==> src/rtl/uart_receiver.sv <==
`timescale 1ns/1ps
// uart_receiver
// Recovers start / DATA_WIDTH data bits (LSB first) / stop frames from a serial line.
// The line is oversampled at OVERSAMPLE baudTick strobes per bit, and each bit is
// sampled at its mid-point.
//
// Ports
//   clk       system clock, all state on posedge
//   rstN      asynchronous active-low reset
//   baudTick  1-cycle strobe at OVERSAMPLE x baud rate
//   rx        serial line, idle high
//   dataOut   last good received word, held between frames
//   rxReady   1-cycle pulse when dataOut has just been updated
//   frameErr  1-cycle pulse when the stop bit is sampled low
//
// Build option
//   UART_RX_SYNC_EN  when defined, rx passes through a 2-flop synchronizer (reset
//                    to 1) before the FSM. Use it whenever rx is asynchronous to clk.
//                    Decoded data is the same either way. Only the latency changes.

module uart_receiver #(
    parameter int unsigned DATA_WIDTH = 8,
    parameter int unsigned OVERSAMPLE = 16
) (
    input  logic                  clk,
    input  logic                  rstN,
    input  logic                  baudTick,
    input  logic                  rx,
    output logic [DATA_WIDTH-1:0] dataOut,
    output logic                  rxReady,
    output logic                  frameErr
);

    localparam int unsigned TICK_W = $clog2(OVERSAMPLE);
    localparam int unsigned BIT_W  = $clog2(DATA_WIDTH + 1);

    localparam logic [TICK_W-1:0] TICK_MID  = TICK_W'(OVERSAMPLE / 2 - 1);
    localparam logic [TICK_W-1:0] TICK_LAST = TICK_W'(OVERSAMPLE - 1);
    localparam logic [BIT_W-1:0]  BIT_LAST  = BIT_W'(DATA_WIDTH - 1);

    typedef enum logic [2:0] {
        IDLE       = 3'd0,
        START      = 3'd1,
        DATA       = 3'd2,
        STOP       = 3'd3,
        BREAK_WAIT = 3'd4
    } stateT;

    stateT                 state;
    stateT                 stateNext;
    logic [TICK_W-1:0]     tickCnt;
    logic [TICK_W-1:0]     tickCntNext;
    logic [BIT_W-1:0]      bitCnt;
    logic [BIT_W-1:0]      bitCntNext;
    logic [DATA_WIDTH-1:0] shiftReg;
    logic [DATA_WIDTH-1:0] shiftNext;
    logic [DATA_WIDTH-1:0] dataOutNext;
    logic                  rxReadyNext;
    logic                  frameErrNext;
    logic                  rxLine;

`ifdef UART_RX_SYNC_EN
    // Two-flop synchronizer. It resets to the idle level so that reset release
    // cannot be mistaken for a start edge.
    logic [1:0] rxSync;

    always_ff @(posedge clk or negedge rstN) begin
        if (!rstN) begin
            rxSync <= 2'b11;
        end else begin
            rxSync <= {rxSync[0], rx};
        end
    end

    assign rxLine = rxSync[1];
`else
    assign rxLine = rx;
`endif

    // State and datapath registers
    always_ff @(posedge clk or negedge rstN) begin
        if (!rstN) begin
            state    <= IDLE;
            tickCnt  <= '0;
            bitCnt   <= '0;
            shiftReg <= '0;
            dataOut  <= '0;
            rxReady  <= 1'b0;
            frameErr <= 1'b0;
        end else begin
            state    <= stateNext;
            tickCnt  <= tickCntNext;
            bitCnt   <= bitCntNext;
            shiftReg <= shiftNext;
            dataOut  <= dataOutNext;
            rxReady  <= rxReadyNext;
            frameErr <= frameErrNext;
        end
    end

    // Next-state and output logic. Counters only move on baudTick cycles.
    always_comb begin
        stateNext    = state;
        tickCntNext  = tickCnt;
        bitCntNext   = bitCnt;
        shiftNext    = shiftReg;
        dataOutNext  = dataOut;
        rxReadyNext  = 1'b0;
        frameErrNext = 1'b0;

        unique case (state)
            // A falling edge is detected on any clk. Bit timing then starts from the tick grid.
            IDLE: begin
                if (!rxLine) begin
                    stateNext   = START;
                    tickCntNext = '0;
                end
            end

            // Confirm the start bit at its mid-point, so that short glitches are rejected.
            START: begin
                if (baudTick) begin
                    if (tickCnt == TICK_MID) begin
                        tickCntNext = '0;
                        if (!rxLine) begin
                            stateNext  = DATA;
                            bitCntNext = '0;
                        end else begin
                            stateNext = IDLE;
                        end
                    end else begin
                        tickCntNext = tickCnt + TICK_W'(1);
                    end
                end
            end

            // From the start-bit mid-point, a full bit period lands on each data bit's mid-point.
            DATA: begin
                if (baudTick) begin
                    if (tickCnt == TICK_LAST) begin
                        shiftNext   = {rxLine, shiftReg[DATA_WIDTH-1:1]};
                        bitCntNext  = bitCnt + BIT_W'(1);
                        tickCntNext = '0;
                        if (bitCnt == BIT_LAST) begin
                            stateNext = STOP;
                        end
                    end else begin
                        tickCntNext = tickCnt + TICK_W'(1);
                    end
                end
            end

            // Sample the stop bit. A low stop bit drops the word and parks the FSM in BREAK_WAIT.
            STOP: begin
                if (baudTick) begin
                    if (tickCnt == TICK_LAST) begin
                        tickCntNext = '0;
                        if (rxLine) begin
                            dataOutNext = shiftReg;
                            rxReadyNext = 1'b1;
                            stateNext   = IDLE;
                        end else begin
                            frameErrNext = 1'b1;
                            stateNext    = BREAK_WAIT;
                        end
                    end else begin
                        tickCntNext = tickCnt + TICK_W'(1);
                    end
                end
            end

            // A held-low line must return high before another frame is accepted.
            BREAK_WAIT: begin
                if (rxLine) begin
                    stateNext = IDLE;
                end
            end

            default: begin
                stateNext = IDLE;
            end
        endcase
    end

endmodule

==> config.mk <==
export PLATFORM = sky130hd
export DESIGN_NAME = uart_receiver
export DESIGN_NICKNAME = d
export VERILOG_FILES = /design/src/rtl/uart_receiver.sv
export SDC_FILE = /design/constraint.sdc
export NUM_CORES = 1
export LEC_CHECK = 0
export CORE_MARGIN = 1.5
export CORE_UTILIZATION = 30
export DETAILED_ROUTE_END_ITERATION = 8
export GPL_TIMING_DRIVEN = 1
export MAX_ROUTING_LAYER = met4
export PLACE_DENSITY = 0.5
export SLEW_MARGIN = 10
export SYNTH_ARGS = -nofsm -noshare
export SYNTH_HDL_FRONTEND = slang
export SYNTH_SLANG_ARGS = --single-unit
==> constraint.sdc <==
create_clock -name clk -period 1.7 [get_ports clk]
set_clock_uncertainty 0.15 [all_clocks]
set_input_delay 0.34 -clock clk [delete_from_list [all_inputs] [get_ports clk]]
set_output_delay 0.34 -clock clk [all_outputs]
set_load 0.05 [all_outputs]
==> flow_summary.toml, run 1 <==
[run_status]
status = "complete, no violations"

[cells_and_area]
fillers = 433
n_antenna_cell = 0
area_delta_synth_final_pct = 34.87
fin_area_um2 = 1907
layout.nets = 147
drive_gt1_frac = 0.4366

[grt]
grtUsageTotal = 0.1337
grt_pass1_vias = 1030
overflow = 0
grt_max_degree = 30
grt_pass1_wl_um = 5002
antenna_found_initial = 0

[timing]
period_share = 0.9605
clock.fmax_mhz = 612.4
slew_viol_final = 0
finalSetupViolCount = 0
fin_crit_ns = 1.633
rsz0062_at_grt = "no"
max_slew_margin = 0.7449
setup_ws_ns = 0.06717
hold_viol = 0
tns_ns = 0
tightest_slew_ns = 0.3810

[placed_design]
dp_hpwl_um = 1956
dpl-instance-area_um2 = 1770
io_buffers = 13
post-place-ws_ns = -0.3285
globalplace.congestion = 0.8510

[clocking]
clock-sinks = 29
cts_buffers = 5
cts_htree_levels = 2
cts_setup_buffers = 0
clk_latency_ns = 0.28
cts_tree = "built"
cts_hold_buf = 0
cts.reportedPaths.clkPinSlew_ns = 0.07
cts_root_buf = "clkbuf_8"
clockBufferDepth = 2

[critical_path]
timing.rr.start = "tickCnt[1]"
cp-end-kind = "register"
worstPathRequired_ns = 1.71
crit_arrival_ns = 1.65
ff2ff_setup_slack_ns = 0.07
critPathMaxFanout = 4
critPathKind = "register to register"
reg2reg_depth = 5
regToRegEndpoint = "bitCnt[2]"
start_kind = "register"

[power_and_ir_drop]
power.density_nw_per_um2 = 1100
power.leakage_nw = 0.9299
max-vdd-ir-drop_mv = 0.4006
finalPower_mw = 2.098

[route]
drt-total-wl_um = 2875
drc_errors = 0
wire_per_inst_um = 14.82
ant_nets = 0
vias_per_cell = 4.933
vias = 957
first_pass_iters = 4
drt_iter0_markers = 28

[min_path]
hp-class = "input pin to async pin"

[synth]
netlist_instances = 112
yosysWarnings = 0
ys_seq_elements = 29
yosysMostFrequentCell = "dfrtp_1"
synth.top_cells.by_area = "dfrtp_1 51%, mux2_2 13%, buf_6 2.4%, mux2i_1 2.1%, ha_1 1.8%"
synth_top_area_cell = "dfrtp_1"
synth_cell_types = 41
syn-num-nets = 118
avgSynthCellArea_um2 = 12.62
synth.top_cells.by_count = "29 x dfrtp_1, 16 x mux2_2, 6 x inv_1, 4 x nand2_1, 4 x nand3_1"
synth_edf_count = 0
async_flop_share = 1.000
seq_area_frac_synth = 0.5133
ys.flop_type = "dfrtp_1"
synth_area_um2 = 1414
synth_top_area_share = 0.5133

[floorplanning]
dieArea_um2 = 5134
placementRows = 24
start_util = 0.3181
core_area_um2 = 4444
die_w_um = 71.65
dieHeight_um = 71.65
num_io_pins = 14

[flow_run]
maxCapViolations = 0
## worst max-delay path: stages (launching register included)
cell	delay (ns)
dfrtp_1	0.39
ha_4	0.17
buf_4	0.10
and3_2	0.18
o211ai_1	0.18
a221o_1	0.35
## per-stage QoR
step	hold WS [ns]	util	cells
final	0.2840	0.4291	194
after global routing	0.3057	0.4291	194
after CTS	0.2995	0.4262	194
after detailed placement	0.3579	0.3984	186
after global placement	0.3689	0.3984	186
after floorplan	-0.1056	-	112
## state kept, by name, summed over array words and instances (netlist names)
name	flops
rxReady	1
tickCnt	4
shiftReg	8
bitCnt	4
state	3
dataOut	8
frameErr	1
## how the worst max path moves through the flow
stage | from | endpoint | depth (start not counted)
CTS | tickCnt[1] | bitCnt[2] | 5
global placement | baudTick | shiftReg[4] | 4
finish | tickCnt[1] | bitCnt[2] | 5
global route | tickCnt[1] | bitCnt[2] | 5
detailed placement | baudTick | shiftReg[0] | 4
floorplan | tickCnt[0] | shiftReg[0] | 6
## report_power, final
part           internal [mW]  switching (mW)
Sequential             0.754          0.0781
Combinational          0.265           0.248
Clock                  0.476           0.277
Total                   1.50           0.603
## cells by family after synthesis
family,count (synthesis),synth area share
AOI/OAI and AO/OA,17,0.08673
buffers and inverters,13,0.05928
xor gates and xnor gates,1,0.006196
and+or+nand+nor,30,0.1575
muxes,20,0.1593
DFF,29,0.5133
adders and majority gates,2,0.01770
## per-layer routing
metal  GRT usage  share of wire  vias to the layer above  routed length (um)
met5           -              0                        -                   0
met4     0.07128          0.021                        0                  59
met3     0.04360          0.035                        6                 102
met2      0.1903           0.47                       16                1346
met1      0.1683           0.48                      471                1368
li1            -              -                      464                   -
## area by class of cell
type / count / area [um^2] / share of cell area
clock buffers: 6 / 82.58 / 0.04331
clock inverters: 2 / 37.54 / 0.01969
inverters: 6 / 22.52 / 0.01181
multi-input cells: 70 / 619.3 / 0.3248
flip-flops and latches: 29 / 726.9 / 0.3812
well taps: 52 / 65.06 / 0.03412
repair buffers: 29 / 352.8 / 0.1850
## cell usage in the layout, fill, tap and decap left out, types with 2 or more instances in the layout
master           count
a21oi_1              2
a31oi_1              2
and3b_1              2
buf_12              10
buf_4               16
clkbuf_8             6
clkdlybuf4s50_1      2
dfrtp_1             28
inv_1                6
mux2_2              16
mux2i_1              3
nand2_1              4
nand3_1              4
nor2_1               3
nor2b_1              3
o211ai_1             2
o22ai_1              3
## timing repair
item                                   4_1_cts  5_1_grt
setup endpoints to repair                   17        1
resized for setup                            3        2
gates cloned                                 0        0
pin swaps                                    0        2
endpoints found under the hold margin        0        0
(Power assumes the default switching activity.)
==> inputs of run 2 (changes only) <==
- SLEW_MARGIN: 10 -> 20
==> results of run 2 <==
Final layout, timing and power as in run 1 (identical DEF).
